## config.mk

```make
export PLATFORM = sky130hd
export DESIGN_NAME = fifo_param
export DESIGN_NICKNAME = d
export VERILOG_FILES = /design/src/rtl/fifo_param.sv
export SDC_FILE = /design/constraint.sdc
export NUM_CORES = 1
export LEC_CHECK = 0
export CORE_MARGIN = 2
export CORE_UTILIZATION = 45
export CTS_CLUSTER_DIAMETER = 30
export DETAILED_ROUTE_END_ITERATION = 8
export GPL_TIMING_DRIVEN = 0
export SLEW_MARGIN = 20
export SYNTH_ARGS = -nofsm -noshare
export SYNTH_HDL_FRONTEND = slang
export SYNTH_SLANG_ARGS = --single-unit
```

## constraint.sdc

```tcl
create_clock -name clk -period 5.4 [get_ports clk]
set_clock_uncertainty 0.1 [all_clocks]
set_input_delay 1.08 -clock clk [delete_from_list [all_inputs] [get_ports clk]]
set_output_delay 1.08 -clock clk [all_outputs]
set_load 0.01 [all_outputs]
```

## src/rtl/fifo_param.sv

```systemverilog
// Synchronous single-clock FIFO with extended-pointer full/empty detection,
// programmable almost flags, sticky error flags and a selectable FWFT read mode.
module fifo_param #(
    parameter int DATA_WIDTH    = 8,
    parameter int FIFO_DEPTH    = 16,
    parameter int ADDR_WIDTH    = 4,
    parameter int AFULL_THRESH  = 14,
    parameter int AEMPTY_THRESH = 2,
    parameter int FWFT          = 0
) (
    input  logic                  clk,
    input  logic                  rst_n,
    input  logic                  wr_en,
    input  logic                  rd_en,
    input  logic                  err_clr,
    input  logic [DATA_WIDTH-1:0] data_in,
    output logic [DATA_WIDTH-1:0] data_out,
    output logic                  fifo_full,
    output logic                  fifo_empty,
    output logic                  almost_full,
    output logic                  almost_empty,
    output logic [ADDR_WIDTH:0]   fill_count,
    output logic                  overflow,
    output logic                  underflow
);

    localparam logic [ADDR_WIDTH:0] AFULL_LVL  = (ADDR_WIDTH+1)'(AFULL_THRESH);
    localparam logic [ADDR_WIDTH:0] AEMPTY_LVL = (ADDR_WIDTH+1)'(AEMPTY_THRESH);

    logic [DATA_WIDTH-1:0] mem [FIFO_DEPTH];
    logic [ADDR_WIDTH:0]   wr_ptr;
    logic [ADDR_WIDTH:0]   rd_ptr;
    logic                  wr_accept;
    logic                  rd_accept;

    // The extra pointer MSB distinguishes full from empty when the addresses match.
    always_comb begin
        fifo_empty   = (wr_ptr == rd_ptr);
        fifo_full    = (wr_ptr[ADDR_WIDTH-1:0] == rd_ptr[ADDR_WIDTH-1:0]) &&
                       (wr_ptr[ADDR_WIDTH] != rd_ptr[ADDR_WIDTH]);
        fill_count   = wr_ptr - rd_ptr;
        almost_full  = (fill_count >= AFULL_LVL);
        almost_empty = (fill_count <= AEMPTY_LVL);
        wr_accept    = wr_en && !fifo_full;
        rd_accept    = rd_en && !fifo_empty;
    end

    // NOTE: sequential state uses non-blocking assignments so every flop samples pre-edge values.
    always_ff @(posedge clk or negedge rst_n) begin
        if (!rst_n) begin
            wr_ptr <= '0;
            rd_ptr <= '0;
        end else begin
            if (wr_accept) wr_ptr <= wr_ptr + 1'b1;
            if (rd_accept) rd_ptr <= rd_ptr + 1'b1;
        end
    end

    // NOTE: storage is deliberately left without reset so it maps onto RAM; flags never depend on it.
    always_ff @(posedge clk) begin
        if (wr_accept) mem[wr_ptr[ADDR_WIDTH-1:0]] <= data_in;
    end

    // A new error event in the same cycle as err_clr takes priority over the clear.
    always_ff @(posedge clk or negedge rst_n) begin
        if (!rst_n) begin
            overflow  <= 1'b0;
            underflow <= 1'b0;
        end else begin
            if (wr_en && fifo_full) overflow <= 1'b1;
            else if (err_clr)       overflow <= 1'b0;
            if (rd_en && fifo_empty) underflow <= 1'b1;
            else if (err_clr)        underflow <= 1'b0;
        end
    end

    generate
        if (FWFT != 0) begin : g_fwft
            assign data_out = mem[rd_ptr[ADDR_WIDTH-1:0]];
        end else begin : g_registered
            logic [DATA_WIDTH-1:0] data_q;
            always_ff @(posedge clk or negedge rst_n) begin
                if (!rst_n)         data_q <= '0;
                else if (rd_accept) data_q <= mem[rd_ptr[ADDR_WIDTH-1:0]];
            end
            assign data_out = data_q;
        end
    endgenerate

endmodule

```

# ---- After elaboration in Yosys (flattened, before gate mapping)
# Memory sizes are Yosys's and may differ from the RTL's. A register that Yosys moved wholly into a read port is not among the register bits.
# Index checks and enable logic that the tools add are counted.
dict set report classes {
  n_addsub 3
  n_lt_le_gt_ge 2
  n_eq_ne 3
  muxes 5
  n_reduce_logical 10
}
# operator count
set ops {}
lappend ops {{5-bit by 1-bit adder with 5-bit output, second input constant} 2}
lappend ops {{5-bit == test} 1}
lappend ops {{5-bit by 4-bit greater-or-equal comparator with 1-bit output, second input constant} 1}
lappend ops {{5-bit by 2-bit <= comparator with 1-bit output, second input constant} 1}
lappend ops {{1-bit logical AND} 5}
lappend ops {{1-bit 2-to-1 mux} 5}
lappend ops {{5-bit subtractor} 1}
lappend ops {{4-bit == test} 1}
lappend ops {{2-bit nonzero test} 2}
lappend ops {{1-bit zero test} 3}
lappend ops {{1-bit inequality test} 1}
dict set report word_totals {
  reg_bits 12
  ram_bits 128
  out_inout_bits 19
  mem_count 1
}
# name depth width rd rd_ports_with_merged_regs write_ports line_no
set memory_table {}
lappend memory_table {mem 16 8 1 1 1 30} ;# logic [DATA_WIDTH-1:0] mem [FIFO_DEPTH];

# ---- Longest topological paths before layout
# Gate-level depths: netlist of run 1.
dict set report logic_depth {
  word_depth 6
  ltp_mapped 9
}

# ---- Least setup slack after synthesis of run 1
# OpenSTA, ideal clock, no wires.
dict set report synth_path {
  path_kind {register to output}
  start {reg rd_ptr[1]}
  end {out almost_empty}
  t_arrival_ps 2123
  path_slack_ps 2097
  path_stages_with_launch 9
  n_path_buf 2
  path_cell_list {dfrtp_1 buf_4 buf_2 inv_1 fa_1 a21o_1 a21oi_1 xnor2_1 a211oi_1}
}
dict set report synth_between {
  elab_chain_cells 2
}
# item line_no
set synth_rtl {}
lappend synth_rtl {{start: declaration} 32} ;# logic [ADDR_WIDTH:0] rd_ptr;
lappend synth_rtl {{start signal: assignment} 55} ;# if (rd_accept) rd_ptr <= rd_ptr + 1'b1;
lappend synth_rtl {{5-bit subtractor} 41} ;# fill_count = wr_ptr - rd_ptr;
lappend synth_rtl {{via fill_count[4]} 22} ;# output logic [ADDR_WIDTH:0] fill_count,
lappend synth_rtl {{5-bit by 2-bit <= comparator with 1-bit output} 43} ;# almost_empty = (fill_count <= AEMPTY_LVL);
lappend synth_rtl {{end: declaration} 21} ;# output logic almost_empty,
# The timed path passes the listed nets, and every way through them passes these cells.

# ---- Worst setup path after layout of run 1
dict set report layout_path {
  start {reg rd_ptr[1]}
  end {out almost_empty}
}
dict set report layout_between {
  elab_chain_cells 2
}
# item line_no
set layout_rtl {}
lappend layout_rtl {{5-bit subtractor} 41}
lappend layout_rtl {{5-bit by 2-bit <= comparator with 1-bit output} 43}
# No other way between the ends.

==> results of run 1 <==
## state kept, by name, indices dropped and copies added, names as in the netlist
register,flops
data_out,8
mem,128
overflow,1
rd_ptr,5
underflow,1
wr_ptr,5
## metal layers
layer | vias up | wire length, um
li1 | 1526 | -
met1 | 1666 | 6230
met2 | 83 | 6030
met3 | 16 | 530
met4 | 0 | 178
met5 | - | 0
## cell usage after synthesis
| library cell | number |
|---|---|
| a211oi_1 | 1 |
| a21boi_2 | 2 |
| a21o_1 | 2 |
| a21oi_1 | 1 |
| a221oi_1 | 8 |
| a31oi_1 | 8 |
| a41o_1 | 1 |
| and2_1 | 5 |
| and3_1 | 8 |
| and4_1 | 5 |
| buf_1 | 1 |
| buf_2 | 4 |
| buf_4 | 4 |
| buf_6 | 5 |
| clkbuf_1 | 3 |
| dfrtp_1 | 20 |
| edfxtp_1 | 128 |
| fa_1 | 1 |
| ha_1 | 9 |
| inv_1 | 9 |
| mux2i_1 | 48 |
| mux4_2 | 8 |
| nand2_1 | 6 |
| nand3_1 | 1 |
| nand3b_1 | 1 |
| nand3b_2 | 1 |
| nand4_1 | 4 |
| nor2_1 | 20 |
| nor2_4 | 1 |
| nor2b_1 | 2 |
| nor3_1 | 1 |
| o21a_1 | 1 |
| o21ai_0 | 4 |
| o21ai_1 | 10 |
| o22ai_1 | 16 |
| or3_1 | 1 |
| or3b_1 | 1 |
| xnor2_1 | 7 |
| xnor2_2 | 1 |
| xor2_1 | 4 |
## power by group
part	switching (mW)	internal [mW]	leakage, nW
combinational	0.843	0.713	0.884
clock	0.414	0.623	0.250
sequential	0.0903	1.42	1.39
total	1.35	2.76	2.53
## per-stage QoR
stage / cells / utilization, % / area [um^2] / hold WS, ns
floorplan: 363 / - / 6080 / 0.429
global placement: 570 / 49.9 / 6610 / 0.416
detailed placement: 570 / 49.9 / 6610 / 0.423
CTS: 602 / 53.8 / 7120 / 0.433
global route: 602 / 53.7 / 7120 / 0.454
finish: 602 / 53.7 / 7120 / 0.427
## cells by family after synthesis
logic type	Yosys count	synth area share (%)
xor+xnor	12	1.85
flops	148	71.5
buf+inv	26	2.55
fa+ha+maj	10	2.18
compound gates	54	5.89
simple gates	57	5.19
mux	56	10.9
## layout make-up
cell class | instances | area, um^2
repair buffers | 31 | 305
fillers | 1102 | 6130
multi-input cells | 189 | 1580
flip-flops and latches | 148 | 4340
plain buffers | 17 | 121
well taps | 176 | 220
clock inverters | 8 | 60.1
inverters | 9 | 33.8
clock buffers | 24 | 452
## worst max-delay path by stage
stage,startpoint,to
floorplan,rd_ptr[1],almost_empty
global placement,rd_ptr[1],almost_empty
detailed placement,rd_ptr[1],almost_empty
CTS,rd_ptr[1],almost_empty
global route,rd_ptr[1],almost_empty
finish,rd_ptr[1],almost_empty
## worst max-delay path, delay by kind of cell (launching register included)
family | cells | cell delay [ns]
DFF | 1 | 0.35
adders and majority gates | 1 | 0.34
buffers and inverters | 4 | 1.27
and+or+nand+nor | 2 | 0.49
AOI/OAI and AO/OA | 2 | 0.41
==> impl_results.md, run 1 <==
* Max_slew headroom at 51.3%
* Hold Path Depth at 2
* Post-CTS sizing at 0
* FF-to-FF setup slack at 2.41 ns
* Setup violators final at 0
* Core area at 0.0132 mm^2
* # rows at 42
* Post-synthesis net count at 386
* Gpl congestion at 0.791
* Maximum clock rate at 224 MHz
* Hold path start: underflow
* Largest net degree at the start of global routing at 21
* Grt total ovfl at 0
* Synth top area share at 63.2%
* Run status: finished clean
* Drt drc at 0
* Pleak at 2.53 nW
* Tot GR Track Use at 19.4%
* Worst slew pin tran at 0.729 ns
* Pwr per Cell Area at 577 mW/mm^2
* Max IR drop VDD at 0.271 mV
* RSZ-0062 raised after global routing: no
* Vias/cell at 5.47
* Syn Area/Cell at 16.7 um^2
* WL/cell at 21.5 um
* Critical setup path kind: flop to output port
* Unique cell type count in the Yosys netlist at 40
* Top cells by area, synth: edfxtp_1, dfrtp_1, mux2i_1, mux4_2, ha_1
* Setup WS post-layout at 0.944 ns
* Final Power at 4.11 mW
* Synth area leader: edfxtp_1
* CTS Root Buffer Type: clkbuf_16
* Hold_buf cts at 0
* CP max stage delay at 0.57 ns
* H-tree depth at 4
* Most common cell after layout, fill and taps aside: edfxtp_1
* Starting Density at 45.9%
* Grt met3 use at 5.14%
* Period Utilization, post-route at 82.5%
* IO Port Bufs at 31
* Post-synthesis sequential area ratio at 71.5%
* Pre-CTS setup slack at 1.37 ns
* Syn Inst Count at 363
* Die span in x at 120 um
* M2 GR Usage at 29.5%
* Die Height at 120 um
* Critical path fanouts, max at 10
* CTS tree: built
* Max-Cap Viols at 0
* Worst EP arrival at 3.28 ns
* Die outline area at 0.0145 mm^2
* TNS Setup at 0 ns
* CP Data Required Time at 4.22 ns
* R2R Path End: mem[15][0]
* Met1 GRT Util at 27.4%
* Synthesized cell area at 0.00608 mm^2
* First-pass GRT wire length at 19.7 mm
* Setup Buffers After CTS at 0
* Critical Path Source Type: flop
* Final wirelength at 13.0 mm
* Syn-to-layout area delta at 17.1%
* Skew-Pair Late Insertion Delay at 0.42 ns
* GRT busiest layer: met2
* Worst Hold Class: flop to flop
* Clock sinks at 148
* Slowest cell on crit path: clkdlybuf4s50_1
* Number of global-route vias before repair at 3327
* Final HPWL DP at 8.43 mm
* CP Capture Type: output port
* CP Cell Sequence: buf_4 -> buf_2 -> inv_1 -> ha_1 -> nor2b_1 -> o21a_1 -> or3_1 -> a211oi_1 -> clkdlybuf4s50_1
* Vias after detailed routing at 3291
* Initial antenna violation count at 0
* Share of post-route cells with drive strength above 1 at 11.3%
* Final nets at 436
* Max-slew violations at 0
* CTS Buffer Depth at 2
* Worst r2r path cells at 7
* Tmin final at 4.46 ns
* YS warnings at 0
* Post-DRT Antenna Nets at 0
* # diodes at 0
* Final Hold Viols at 0
* Hold EP: underflow
* #FFs+latches synth at 148
* Worst flop-to-flop path startpoint: rd_ptr[1]
* I/O Pins at 32
* Inserted Clock Buffers at 17
* Reg clk slew, reported paths at 0.06 ns
* Most frequent cells in the layout: edfxtp_1, mux2i_1, clkdlybuf4s50_1, nor2_1, dfrtp_1
* DRT iter0 DRCs at 188
* DRT Pass-1 Iters at 5
Power figures use the tool's default switching activity.
==> run 2: changes to the inputs <==
--- a/config.mk
+++ b/config.mk
@@ -10,6 +10,7 @@
 export CTS_CLUSTER_DIAMETER = 30
 export DETAILED_ROUTE_END_ITERATION = 8
 export GPL_TIMING_DRIVEN = 0
+export PLACE_DENSITY = 0.65
 export SLEW_MARGIN = 20
 export SYNTH_ARGS = -nofsm -noshare
 export SYNTH_HDL_FRONTEND = slang
==> constraint.sdc (replaced) <==
create_clock -name clk -period 4 [get_ports clk]
set_clock_uncertainty 0.1 [all_clocks]
set_input_delay 0.8 -clock clk [delete_from_list [all_inputs] [get_ports clk]]
set_output_delay 0.8 -clock clk [all_outputs]
set_load 0.01 [all_outputs]
==> run 2 against run 1 <==
  * Non-clock buffer count fell by 2
  * Global-route usage decreased by 0.83 points
  * Sequential power up 36%
  * Final cell count shrank 0.33%
==> impl_results.md, run 2 (synthesis results as in run 1) <==
* Run status: finished clean
* Hold Path Depth at 2 (unchanged)
* RSZ-0062 raised after global routing: no
* Number of global-route vias before repair at 3378 (+1.5%)
* Pleak at 2.54 nW (+0.57%)
* TNS Setup at 0 ns (unchanged)
* Share of post-route cells with drive strength above 1 at 13.0% (+1.7 points)
* Worst slew pin tran at 0.956 ns (+0.227 ns)
* Post-DRT Antenna Nets at 0 (unchanged)
* Max reg flops at 128 (unchanged)
* Reg clk slew, reported paths at 0.06 ns (about the same)
* Gpl congestion at 0.822 (+3.9%)
* Die Height at 120 um (unchanged)
* Worst flop-to-flop path startpoint: rd_ptr[2]
* Period Utilization, post-route at 95.9%
* Worst EP arrival at 2.93 ns (-0.35 ns)
* Initial antenna violation count at 0 (unchanged)
* Inserted Clock Buffers at 17 (unchanged)
* # rows at 42 (unchanged)
* Max IR drop VDD at 0.315 mV (+16%)
* Final Power at 5.67 mW (+38%)
* CP Capture Type: output port
* Setup WS post-layout at 0.166 ns (-0.778 ns)
* Most frequent cells in the layout: edfxtp_1, mux2i_1, clkdlybuf4s50_1, nor2_1, dfrtp_1
* IO Port Bufs at 31 (unchanged)
* Vias/cell at 5.53 (+1.1%)
* Setup violators final at 0 (unchanged)
* Final wirelength at 12.6 mm (-2.8%)
* Starting Density at 45.9% (unchanged)
* Core area at 0.0132 mm^2 (unchanged)
* # fillers at 1082 (-1.8%)
* Worst r2r path cells at 6 (-1)
* Maximum clock rate at 261 MHz
* CP Data Required Time at 3.10 ns (-1.12 ns)
* Die span in x at 120 um (unchanged)
* First-pass GRT wire length at 19.3 mm (-2.1%)
* Clock sinks at 148 (unchanged)
* I/O Pins at 32 (unchanged)
* DRT iter0 DRCs at 159 (-15%)
* H-tree depth at 4 (unchanged)
* Final HPWL DP at 8.26 mm (-2.0%)
* Final Hold Viols at 0 (unchanged)
* Final nets at 434 (-0.46%)
* Drt drc at 0 (unchanged)
* CP Cell Sequence: buf_8 -> inv_1 -> ha_1 -> nor2b_1 -> o21a_1 -> or3_1 -> a211oi_2 -> clkdlybuf4s50_1
* Grt total ovfl at 0 (unchanged)
* Tot GR Track Use at 18.5% (-0.83 points)
* Critical setup path kind: flop to output port
* WL/cell at 21.0 um (-2.5%)
* Final core occ at 54.2% (+0.49 points)
* Skew-Pair Late Insertion Delay at 0.42 ns (about the same)
* Most common cell after layout, fill and taps aside: edfxtp_1
* Slowest cell on crit path: clkdlybuf4s50_1
* Largest net degree at the start of global routing at 21 (unchanged)
* Pre-CTS setup slack at 0.263 ns (-1.11 ns)
* DRT Pass-1 Iters at 6 (+1)
* Syn-to-layout area delta at 18.1%
* Setup Buffers After CTS at 0 (unchanged)
* Tmin final at 3.83 ns
* Hold path start: overflow
* FF-to-FF setup slack at 1.20 ns (-1.21 ns)
* CTS Root Buffer Type: clkbuf_16
* Pwr per Cell Area at 789 mW/mm^2 (+37%)
* CTS tree: built
* Die outline area at 0.0145 mm^2 (unchanged)
* Critical path fanouts, max at 17 (+7)
* Worst Hold Class: flop to flop
* CP max stage delay at 0.56 ns (about the same)
* Vias after detailed routing at 3315 (+0.73%)
* CTS Buffer Depth at 2 (unchanged)
* # diodes at 0 (unchanged)
* Max-slew violations at 0 (unchanged)
* Critical Path Source Type: flop
* Max-Cap Viols at 0 (unchanged)
* Hold EP: overflow
* Max_slew headroom at 36.1% (-15 points)
* R2R Path End: mem[15][2]
run 2: changes by cell type in the layout (fill, tap and decap cells not counted), sizes merged:
cell | before | now
buf | 15 | 13
bufinv | 1 | 2
clkbuf | 27 | 21
clkdlybuf4s50 | 30 | 31
clkinv | 7 | 6
clkinvlp | 0 | 4
inv | 9 | 10
run 2: how the worst max path moves through the flow:
stage                     startpoint      endpoint  slack (ns)  depth (start not counted)
after floorplan            rd_ptr[1]  almost_empty        0.98                          8
after global placement     rd_ptr[1]  almost_empty        0.31                          9
after detailed placement   rd_ptr[1]  almost_empty        0.26                          9
after CTS                  rd_ptr[1]  almost_empty        0.03                          8
after global routing       wr_ptr[0]  almost_empty       0.003                          9
final                      rd_ptr[1]  almost_empty        0.17                          8
run 2: where the power goes:
part           switching, mW  internal [mW]  leakage, nW
clock network          0.597          0.915        0.267
registers              0.127           1.92         1.39
logic                   1.14          0.967        0.881
run 2: critical path: cells and delay by family, from the launching register on:
kind                     cells  cell delay [ns]
AO/OA/AOI/OAI                2             0.39
adder cells (fa/ha/maj)      1             0.32
buffers and inverters        3             0.92
flip-flops                   1             0.38
AND/OR/NAND/NOR              2             0.50
run 2: per-stage QoR:
stage	std cells	area, um^2	hold WS (ns)
after global routing	600	7180	0.465
after floorplan	363	6080	0.404
after CTS	601	7170	0.434
after global placement	570	6610	0.416
final	600	7180	0.430
after detailed placement	570	6610	0.423
run 2: area by class of cell:
class / count / area (um^2) / share of cell area, %
Clock inverter: 13 / 135 / 1.88
Timing Repair Buffer: 31 / 310 / 4.32
Multi-Input combinational cell: 189 / 1580 / 22.1
Inverter: 9 / 33.8 / 0.470
Buffer: 15 / 120 / 1.67
Tap cell: 176 / 220 / 3.07
Clock buffer: 19 / 433 / 6.03
Sequential cell: 148 / 4340 / 60.5
run 2: repair_timing:
action / CTS / global route
hold buffers: 0 / 0
gates cloned: 0 / 0
endpoints found under the setup margin: 3 / 1
gates resized for setup: 0 / 3
run 2: layer usage:
| metal | GRT usage [%] | wire [um] | up-vias |
|---|---|---|---|
| met4 | 6.69 | 258 | 0 |
| met5 | 0 | 0 | - |
| met2 | 28.9 | 6010 | 90 |
| met3 | 4.29 | 666 | 12 |
| li1 | - | - | 1518 |
| met1 | 25.7 | 5670 | 1695 |
==> run 3: changes to the inputs <==
--- a/config.mk
+++ b/config.mk
@@ -8,6 +8,7 @@
 export CORE_MARGIN = 2
 export CORE_UTILIZATION = 45
 export CTS_CLUSTER_DIAMETER = 30
+export CTS_CLUSTER_SIZE = 20
 export DETAILED_ROUTE_END_ITERATION = 8
 export GPL_TIMING_DRIVEN = 0
 export PLACE_DENSITY = 0.65
==> results of run 3 <==
The final DEF is identical to that of run 2; final timing and power are the same.
